File: src/rtl/plab4_net_eject_sep_pkg.sv
`default_nettype none
// ============================================================================
// Module   : plab4_net_eject_sep_pkg
// Purpose  : Shared definitions for the ring-net ejection stage. Provides
//            the net message layout helpers (total width and field offsets
//            for a {dest, src, opaque, payload} control message, where
//            p = payload bits, o = opaque bits and s = src/dest bits) and
//            the domain encoding.
// Ports    : none (package)
// Revision : 1.0 - initial release
// ============================================================================
package plab4_net_eject_sep_pkg;

    // Domain tag carried alongside each delivered message
    localparam logic DOMAIN_D1 = 1'b0;
    localparam logic DOMAIN_D2 = 1'b1;

    // Total control message width: {dest, src, opaque, payload}
    function automatic int net_msg_nbits(input int p, input int o, input int s);
        return p + o + 2 * s;
    endfunction

    // Field LSB offsets; dest occupies the most significant bits
    function automatic int net_msg_payload_lsb(input int p, input int o, input int s);
        return 0;
    endfunction

    function automatic int net_msg_opaque_lsb(input int p, input int o, input int s);
        return p;
    endfunction

    function automatic int net_msg_src_lsb(input int p, input int o, input int s);
        return p + o;
    endfunction

    function automatic int net_msg_dest_lsb(input int p, input int o, input int s);
        return p + o + s;
    endfunction

    function automatic int net_msg_dest_msb(input int p, input int o, input int s);
        return p + o + 2 * s - 1;
    endfunction

endpackage
`default_nettype wire

File: src/rtl/plab4_net_eject_sep_if.sv
`default_nettype none
// ============================================================================
// Module   : plab4_net_eject_sep_if
// Purpose  : Bundles the ejection stage's terminal-side input handshake, the
//            two per-domain output handshakes and the misroute counter.
// Modports : master - ring terminal / consumers side (drives in_*, out_rdy_*)
//            slave  - ejection stage side (drives in_rdy, out_val_*, out_msg_*,
//                     misroute_cnt)
// Revision : 1.0 - initial release
// ============================================================================
interface plab4_net_eject_sep_if #(
    parameter int p_payload_cnbits = 32,
    parameter int p_payload_dnbits = 32,
    parameter int p_opaque_nbits   = 3,
    parameter int p_srcdest_nbits  = 3
);
    localparam int c_msg_nbits = plab4_net_eject_sep_pkg::net_msg_nbits(
        p_payload_cnbits, p_opaque_nbits, p_srcdest_nbits);

    // Terminal side
    logic                        in_val;
    logic                        in_rdy;
    logic                        in_domain;
    logic [c_msg_nbits-1:0]      in_msg_control;
    logic [p_payload_dnbits-1:0] in_msg_data;

    // Domain 0 (d1) consumer side
    logic                        out_val_d1;
    logic                        out_rdy_d1;
    logic [c_msg_nbits-1:0]      out_msg_control_d1;
    logic [p_payload_dnbits-1:0] out_msg_data_d1;

    // Domain 1 (d2) consumer side
    logic                        out_val_d2;
    logic                        out_rdy_d2;
    logic [c_msg_nbits-1:0]      out_msg_control_d2;
    logic [p_payload_dnbits-1:0] out_msg_data_d2;

    logic [7:0]                  misroute_cnt;

    modport master (
        output in_val, in_domain, in_msg_control, in_msg_data,
        output out_rdy_d1, out_rdy_d2,
        input  in_rdy,
        input  out_val_d1, out_msg_control_d1, out_msg_data_d1,
        input  out_val_d2, out_msg_control_d2, out_msg_data_d2,
        input  misroute_cnt
    );

    modport slave (
        input  in_val, in_domain, in_msg_control, in_msg_data,
        input  out_rdy_d1, out_rdy_d2,
        output in_rdy,
        output out_val_d1, out_msg_control_d1, out_msg_data_d1,
        output out_val_d2, out_msg_control_d2, out_msg_data_d2,
        output misroute_cnt
    );

endinterface
`default_nettype wire

File: src/rtl/plab4_net_eject_queue.sv
`default_nettype none
// ============================================================================
// Module   : plab4_net_eject_queue
// Purpose  : Single-domain FIFO for the ejection stage. No bypass paths, so
//            an entry is visible one cycle after it is written. A dequeued
//            entry is cleared to zero on the same edge, so the outputs read
//            zero whenever the queue is empty.
// Ports    : clk, reset (async, active-low)
//            enq_val/enq_ctrl/enq_data - write request (ignored when full)
//            full                      - count has reached p_num_entries
//            deq_val/deq_rdy           - output handshake
//            deq_ctrl/deq_data         - entry at head
// Revision : 1.0 - initial release
// ============================================================================
module plab4_net_eject_queue #(
    parameter int p_ctrl_nbits  = 41,
    parameter int p_data_nbits  = 32,
    parameter int p_num_entries = 2
) (
    input  logic                    clk,
    input  logic                    reset,
    input  logic                    enq_val,
    input  logic [p_ctrl_nbits-1:0] enq_ctrl,
    input  logic [p_data_nbits-1:0] enq_data,
    output logic                    full,
    output logic                    deq_val,
    input  logic                    deq_rdy,
    output logic [p_ctrl_nbits-1:0] deq_ctrl,
    output logic [p_data_nbits-1:0] deq_data
);

    localparam int c_ptr_nbits = $clog2(p_num_entries);
    localparam int c_cnt_nbits = c_ptr_nbits + 1;

    localparam logic [c_ptr_nbits-1:0] c_ptr_one  = c_ptr_nbits'(1);
    localparam logic [c_cnt_nbits-1:0] c_cnt_one  = c_cnt_nbits'(1);
    localparam logic [c_cnt_nbits-1:0] c_cnt_full = c_cnt_nbits'(p_num_entries);

    logic [p_ctrl_nbits-1:0] r_ctrl [p_num_entries];
    logic [p_data_nbits-1:0] r_data [p_num_entries];
    logic [c_ptr_nbits-1:0]  r_head;
    logic [c_ptr_nbits-1:0]  r_tail;
    logic [c_cnt_nbits-1:0]  r_count;

    logic w_enq;
    logic w_deq;

    assign full     = (r_count == c_cnt_full);
    assign deq_val  = (r_count != '0);
    assign deq_ctrl = r_ctrl[r_head];
    assign deq_data = r_data[r_head];

    // Enqueue is refused when full even if a dequeue happens on the same
    // edge. That guarantees head != tail whenever both fire, so the write
    // and the scrub below never target the same entry.
    assign w_enq = enq_val & ~full;
    assign w_deq = deq_val & deq_rdy;

    always_ff @(posedge clk or negedge reset) begin
        if (!reset) begin
            r_head  <= '0;
            r_tail  <= '0;
            r_count <= '0;
            for (int i = 0; i < p_num_entries; i++) begin
                r_ctrl[i] <= '0;
                r_data[i] <= '0;
            end
        end else begin
            if (w_enq) begin
                r_ctrl[r_tail] <= enq_ctrl;
                r_data[r_tail] <= enq_data;
                r_tail         <= r_tail + c_ptr_one;
            end
            if (w_deq) begin
                r_ctrl[r_head] <= '0;
                r_data[r_head] <= '0;
                r_head         <= r_head + c_ptr_one;
            end
            if (w_enq && !w_deq) begin
                r_count <= r_count + c_cnt_one;
            end else if (!w_enq && w_deq) begin
                r_count <= r_count - c_cnt_one;
            end
        end
    end

endmodule
`default_nettype wire

File: src/rtl/plab4_net_eject_sep.sv
`default_nettype none
// ============================================================================
// Module   : plab4_net_eject_sep
// Purpose  : Ejection stage behind one ring-net terminal. Steers each
//            delivered message into a private queue for its domain so a
//            stalled consumer in one domain never blocks the other, and
//            drops (while still accepting) messages whose dest field does
//            not match this terminal, counting them in misroute_cnt.
// Ports    : clk, reset (async, active-low)
//            ifc (slave) - in_* terminal handshake, out_*_d1 / out_*_d2
//                          domain handshakes, misroute_cnt
// Revision : 1.0 - initial release
// ============================================================================
module plab4_net_eject_sep
    import plab4_net_eject_sep_pkg::*;
#(
    parameter int p_payload_cnbits = 32,
    parameter int p_payload_dnbits = 32,
    parameter int p_opaque_nbits   = 3,
    parameter int p_srcdest_nbits  = 3,
    parameter int p_router_id      = 0,
    parameter int p_num_entries    = 2
) (
    input  logic                  clk,
    input  logic                  reset,
    plab4_net_eject_sep_if.slave  ifc
);

    localparam int c_msg_nbits = net_msg_nbits(p_payload_cnbits, p_opaque_nbits,
                                               p_srcdest_nbits);
    localparam int c_dest_msb  = net_msg_dest_msb(p_payload_cnbits, p_opaque_nbits,
                                                  p_srcdest_nbits);
    localparam int c_dest_lsb  = net_msg_dest_lsb(p_payload_cnbits, p_opaque_nbits,
                                                  p_srcdest_nbits);

    localparam logic [p_srcdest_nbits-1:0] c_router_id = p_srcdest_nbits'(p_router_id);
    localparam logic [7:0]                 c_cnt_max   = 8'hFF;

    logic       w_full_d1;
    logic       w_full_d2;
    logic       w_dest_ok;
    logic       w_accept;
    logic       w_enq_d1;
    logic       w_enq_d2;
    logic [7:0] r_misroute_cnt;

    // Readiness depends only on the addressed queue, never on in_val
    assign ifc.in_rdy = (ifc.in_domain == DOMAIN_D2) ? ~w_full_d2 : ~w_full_d1;

    assign w_dest_ok = (ifc.in_msg_control[c_dest_msb:c_dest_lsb] == c_router_id);
    assign w_accept  = ifc.in_val & ifc.in_rdy;
    assign w_enq_d1  = w_accept & w_dest_ok & (ifc.in_domain == DOMAIN_D1);
    assign w_enq_d2  = w_accept & w_dest_ok & (ifc.in_domain == DOMAIN_D2);

    plab4_net_eject_queue #(
        .p_ctrl_nbits  (c_msg_nbits),
        .p_data_nbits  (p_payload_dnbits),
        .p_num_entries (p_num_entries)
    ) u_queue_d1 (
        .clk      (clk),
        .reset    (reset),
        .enq_val  (w_enq_d1),
        .enq_ctrl (ifc.in_msg_control),
        .enq_data (ifc.in_msg_data),
        .full     (w_full_d1),
        .deq_val  (ifc.out_val_d1),
        .deq_rdy  (ifc.out_rdy_d1),
        .deq_ctrl (ifc.out_msg_control_d1),
        .deq_data (ifc.out_msg_data_d1)
    );

    plab4_net_eject_queue #(
        .p_ctrl_nbits  (c_msg_nbits),
        .p_data_nbits  (p_payload_dnbits),
        .p_num_entries (p_num_entries)
    ) u_queue_d2 (
        .clk      (clk),
        .reset    (reset),
        .enq_val  (w_enq_d2),
        .enq_ctrl (ifc.in_msg_control),
        .enq_data (ifc.in_msg_data),
        .full     (w_full_d2),
        .deq_val  (ifc.out_val_d2),
        .deq_rdy  (ifc.out_rdy_d2),
        .deq_ctrl (ifc.out_msg_control_d2),
        .deq_data (ifc.out_msg_data_d2)
    );

    // A misrouted message completes its handshake but is discarded here
    always_ff @(posedge clk or negedge reset) begin
        if (!reset) begin
            r_misroute_cnt <= '0;
        end else if (w_accept && !w_dest_ok && (r_misroute_cnt != c_cnt_max)) begin
            r_misroute_cnt <= r_misroute_cnt + 8'd1;
        end
    end

    assign ifc.misroute_cnt = r_misroute_cnt;

endmodule
`default_nettype wire

File: src/flat_wrapper.sv
// flat-port wrapper written by rule: the top's interface ports become plain ports
module plab4_net_eject_sep_flat import plab4_net_eject_sep_pkg::*;
#(
    parameter int p_payload_cnbits = 32,
    parameter int p_payload_dnbits = 32,
    parameter int p_opaque_nbits   = 3,
    parameter int p_srcdest_nbits  = 3,
    parameter int p_router_id      = 0,
    parameter int p_num_entries    = 2
)
  (clk, reset, ifc_in_val, ifc_in_domain, ifc_in_msg_control, ifc_in_msg_data, ifc_out_rdy_d1, ifc_out_rdy_d2, ifc_in_rdy, ifc_out_val_d1, ifc_out_msg_control_d1, ifc_out_msg_data_d1, ifc_out_val_d2, ifc_out_msg_control_d2, ifc_out_msg_data_d2, ifc_misroute_cnt);
  plab4_net_eject_sep_if #(.p_payload_cnbits(p_payload_cnbits), .p_payload_dnbits(p_payload_dnbits), .p_opaque_nbits(p_opaque_nbits), .p_srcdest_nbits(p_srcdest_nbits)) ifc_i ();
  input  logic clk;
  input  logic reset;
  input wire logic [$bits(ifc_i.in_val)-1:0] ifc_in_val;
  input wire logic [$bits(ifc_i.in_domain)-1:0] ifc_in_domain;
  input wire logic [$bits(ifc_i.in_msg_control)-1:0] ifc_in_msg_control;
  input wire logic [$bits(ifc_i.in_msg_data)-1:0] ifc_in_msg_data;
  input wire logic [$bits(ifc_i.out_rdy_d1)-1:0] ifc_out_rdy_d1;
  input wire logic [$bits(ifc_i.out_rdy_d2)-1:0] ifc_out_rdy_d2;
  output wire logic [$bits(ifc_i.in_rdy)-1:0] ifc_in_rdy;
  output wire logic [$bits(ifc_i.out_val_d1)-1:0] ifc_out_val_d1;
  output wire logic [$bits(ifc_i.out_msg_control_d1)-1:0] ifc_out_msg_control_d1;
  output wire logic [$bits(ifc_i.out_msg_data_d1)-1:0] ifc_out_msg_data_d1;
  output wire logic [$bits(ifc_i.out_val_d2)-1:0] ifc_out_val_d2;
  output wire logic [$bits(ifc_i.out_msg_control_d2)-1:0] ifc_out_msg_control_d2;
  output wire logic [$bits(ifc_i.out_msg_data_d2)-1:0] ifc_out_msg_data_d2;
  output wire logic [$bits(ifc_i.misroute_cnt)-1:0] ifc_misroute_cnt;
  assign ifc_i.in_val = ifc_in_val;
  assign ifc_i.in_domain = ifc_in_domain;
  assign ifc_i.in_msg_control = ifc_in_msg_control;
  assign ifc_i.in_msg_data = ifc_in_msg_data;
  assign ifc_i.out_rdy_d1 = ifc_out_rdy_d1;
  assign ifc_i.out_rdy_d2 = ifc_out_rdy_d2;
  assign ifc_in_rdy = ifc_i.in_rdy;
  assign ifc_out_val_d1 = ifc_i.out_val_d1;
  assign ifc_out_msg_control_d1 = ifc_i.out_msg_control_d1;
  assign ifc_out_msg_data_d1 = ifc_i.out_msg_data_d1;
  assign ifc_out_val_d2 = ifc_i.out_val_d2;
  assign ifc_out_msg_control_d2 = ifc_i.out_msg_control_d2;
  assign ifc_out_msg_data_d2 = ifc_i.out_msg_data_d2;
  assign ifc_misroute_cnt = ifc_i.misroute_cnt;
  plab4_net_eject_sep #(.p_payload_cnbits(p_payload_cnbits), .p_payload_dnbits(p_payload_dnbits), .p_opaque_nbits(p_opaque_nbits), .p_srcdest_nbits(p_srcdest_nbits), .p_router_id(p_router_id), .p_num_entries(p_num_entries)) u_core (.clk(clk), .reset(reset), .ifc(ifc_i));
endmodule
File: config.mk
export PLATFORM = sky130hd
export DESIGN_NAME = plab4_net_eject_sep_flat
export DESIGN_NICKNAME = d
export VERILOG_FILES = /design/src/rtl/plab4_net_eject_sep_pkg.sv /design/src/rtl/plab4_net_eject_sep_if.sv /design/src/rtl/plab4_net_eject_queue.sv /design/src/rtl/plab4_net_eject_sep.sv /design/src/flat_wrapper.sv
export SDC_FILE = /design/constraint.sdc
export NUM_CORES = 1
export LEC_CHECK = 0
export ABC_AREA = 1
export BUFFER_PORTS_ARGS = -buffer_cell sky130_fd_sc_hd__buf_2
export CORE_MARGIN = 4
export CORE_UTILIZATION = 50
export DETAILED_ROUTE_END_ITERATION = 8
export PLACE_DENSITY = 0.74
export SYNTH_ARGS = -nofsm -noshare
export SYNTH_HDL_FRONTEND = slang
export SYNTH_HIERARCHICAL = 1
export SYNTH_SLANG_ARGS = --single-unit
File: constraint.sdc
create_clock -name clk -period 3 [get_ports clk]
set_clock_uncertainty 0.15 [all_clocks]
set_input_delay 0.15 -clock clk [delete_from_list [all_inputs] [get_ports clk]]
set_output_delay 0.15 -clock clk [all_outputs]
set_load 0.01 [all_outputs]
==> flow_summary.yaml <==
status:
  status: "complete, no violations"
drt:
  routed_wl_microns: 56100
  routed_via_density: 5.06
  post_drt_wl_per_cell_microns: 15.3
  drc: 0
  antenna_left: 0
  drtIter0Drc: 1714
  first_pass_iters: 6
  vias: 18559
floorplan:
  fp.dieW_microns: 201
  dieArea_sq_um: 40500
  rows: 70
  coreArea_sq_um: 36800
  start_util_pct: 50.8
  num_io_pins: 236
  die_h_microns: 201
critical_path:
  slowest_stage: "dfrtp_4"
  critPathKind: "reg2out"
  crit_path_end_kind: "primary output"
  cp_num_buf_inv: 2
  slowest_delay_ps: 830
  crit_fanout: 57
  crit_arrival_ps: 2420
  start_kind: "flop"
  cp_top_family: "flip-flops"
  path_cells: "buf_4 > o21ai_0 > buf_2"
  cp.required_ps: 2700
grt:
  grt-ovfl-total: 0
  grt_pass1_wl_microns: 93100
  antenna_found_initial: 2
  grt_max_degree: 149
  grt_pass1_vias: 18316
  grt_usage_pct: 27.3
placement:
  hpwl_microns: 33600
  pre_cts_ws_ps: 357
  place.gp.congestion: 0.817
  dpl_cell_area_sq_um: 20000
  port_buffers: 235
run:
  cap_violations: 0
sta:
  slew_viol_final: 0
  finalHoldViolations: 0
  final.setup.tns_ps: 0
  worst_slew_pin_slew_ps: 1010
  fmax_mhz: 368
  finalCritPeriodShare_pct: 90.7
  final.setup.worst_slack_ps: 280
  whs_ps: 11.4
  rsz0062_at_grt: "false"
  period_minus_slack_ps: 2720
  relSlewSlack_pct: 32.6
  setup_viol: 0
cells_and_area:
  regArea_sq_um: 7720
  area_growth_pct: 17.5
  drive_above_1_share_pct: 11.2
  layout_commonest_cell: "nand2_1"
  layout_common_cells: "798 x nand2_1, 603 x inv_1, 592 x nor2_1, 304 x dfrtp_1, 302 x nand3_1"
  final_cell_area_sq_um: 22000
  nNetsFinal: 3258
  multi_input_area_sq_um: 7800
  n_fill_cell: 3408
cts:
  path_clk_slew_ps: 60
  cts_tree: "done"
  cts-buffers-inserted: 37
  post-cts-setup-buffers: 0
  hold_buffers: 77
  cts-root-buf: "clkbuf_16"
  h-tree-depth: 2
  cts.sinks: 308
  worstSkewPairLatency_ps: 530
  clockBufferDepth: 3
  cts-resized-gates: 0
logic_synthesis:
  ys_types: 23
  synth.avg_cell_area_sq_um: 6.29
  ys_seq_area_share_pct: 41.2
  yosysWarnings: 6
  syn_nets: 3054
  ys_ff_latch: 308
  netlist_area_sq_um: 18700
  syn_inst: 2972
worst_hold_path:
  hp-class: "in2async"
power_and_ir_drop:
  irDropWorstVdd_mv: 0.959
  power.density_nw_per_um2: 815
  leakage_nw: 13.4
  power.total_mw: 17.9
[path summary, 6_finish.rpt]
path,end,startpoint,slack [ps],cells past startpoint
setup / recovery,ifc_out_msg_data_d1[21],u_core/u_queue_d1/r_head,280,3
hold / removal,u_core/u_queue_d1/r_ctrl[68],reset,10,2
setup reg to reg,u_core/u_queue_d1/r_ctrl[46],u_core/u_queue_d1/r_count[0],300,7
hold reg to reg,u_core/u_queue_d2/r_count[0],u_core/u_queue_d2/r_count[0],370,1
max in group asynchronous,u_core/u_queue_d1/r_data[29],reset,1610,3
min in group clk,u_core/ifc.misroute_cnt[4],ifc_in_domain,40,6
[cell type report]
| class | count | share of cell area, % |
|---|---|---|
| clock buffers | 53 | 4.86 |
| multi-input cells | 1867 | 35.5 |
| repair buffers | 351 | 10.9 |
| clock inverters | 11 | 0.370 |
| flip-flops and latches | 308 | 35.2 |
| inverters | 611 | 10.5 |
| well taps | 468 | 2.67 |
| diodes | 2 | 0.0228 |
[worst reg2reg max path, stage by stage, from the launching register on]
cell and delay (ps):
dfrtp_1 410, inv_2 80, nand2_4 60, buf_4 630, buf_4 790, nand3_1 290, nand2_1 130, nor2_1 60
[synth_stat cells (all sizes together)]
cell type | number | share of area, %
nand3b | 1 | 0.040
xnor2 | 2 | 0.094
nor3 | 2 | 0.054
o21ai | 149 | 4.0
inv | 611 | 12
buf | 150 | 4.5
nand2 | 802 | 16
clkbuf | 36 | 0.72
nor2 | 594 | 12
nand4 | 2 | 0.067
ha | 3 | 0.20
dfrtp | 308 | 41
nand3 | 312 | 8.7
[power breakdown]
| part | switching (mW) | leakage, nW | internal, mW | total, mW |
|---|---|---|---|---|
| clock | 1.80 | 0.571 | 2.48 | 4.28 |
| combinational | 5.40 | 8.66 | 2.32 | 7.72 |
| sequential | 0.692 | 4.21 | 5.20 | 5.89 |
[cells by family (layout without fill, tap and decap cells)]
group | Yosys count | after routing | share of synthesized area, %
buffers and inverters | 797 | 1026 | 17.5
AND/OR/NAND/NOR | 1713 | 1713 | 37.0
flip-flops | 308 | 308 | 41.2
AO/OA/AOI/OAI | 149 | 149 | 3.99
XOR/XNOR | 2 | 2 | 0.0937
adder cells (fa/ha/maj) | 3 | 3 | 0.201
other | 0 | 2 | 0
[metrics by stage]
| stage | cells | utilization [%] |
|---|---|---|
| 6_report | 3671 | 59.7 |
| 5_1_grt | 3671 | 59.7 |
| 4_1_cts | 3669 | 59.7 |
| 3_5_place_dp | 3528 | 54.5 |
| 3_3_place_gp | 3528 | 54.5 |
| 2_1_floorplan | 2972 | - |
[layer usage]
| layer | share of wire, % | vias up | global-route usage, % |
|---|---|---|---|
| li1 | - | 9067 | - |
| met2 | 48 | 738 | 46.8 |
| met5 | 0 | - | 0 |
| met4 | 2.8 | 0 | 8.62 |
| met1 | 41 | 8642 | 35.7 |
| met3 | 7.5 | 112 | 4.59 |
[state kept, by name, summed over array words and instances (netlist names)]
| register | flops |
|---|---|
| u_core/u_queue_d2/r_count | 2 |
| u_core/u_queue_d2/r_head | 1 |
| u_core/u_queue_d2/r_tail | 1 |
| u_core/ifc.misroute_cnt | 8 |
| u_core/u_queue_d1/r_data | 64 |
| u_core/u_queue_d1/r_tail | 1 |
| u_core/u_queue_d2/r_ctrl | 82 |
| u_core/u_queue_d2/r_data | 64 |
| u_core/u_queue_d1/r_ctrl | 82 |
| u_core/u_queue_d1/r_count | 2 |
| u_core/u_queue_d1/r_head | 1 |
Note: power is estimated with default switching activity, not from simulation.
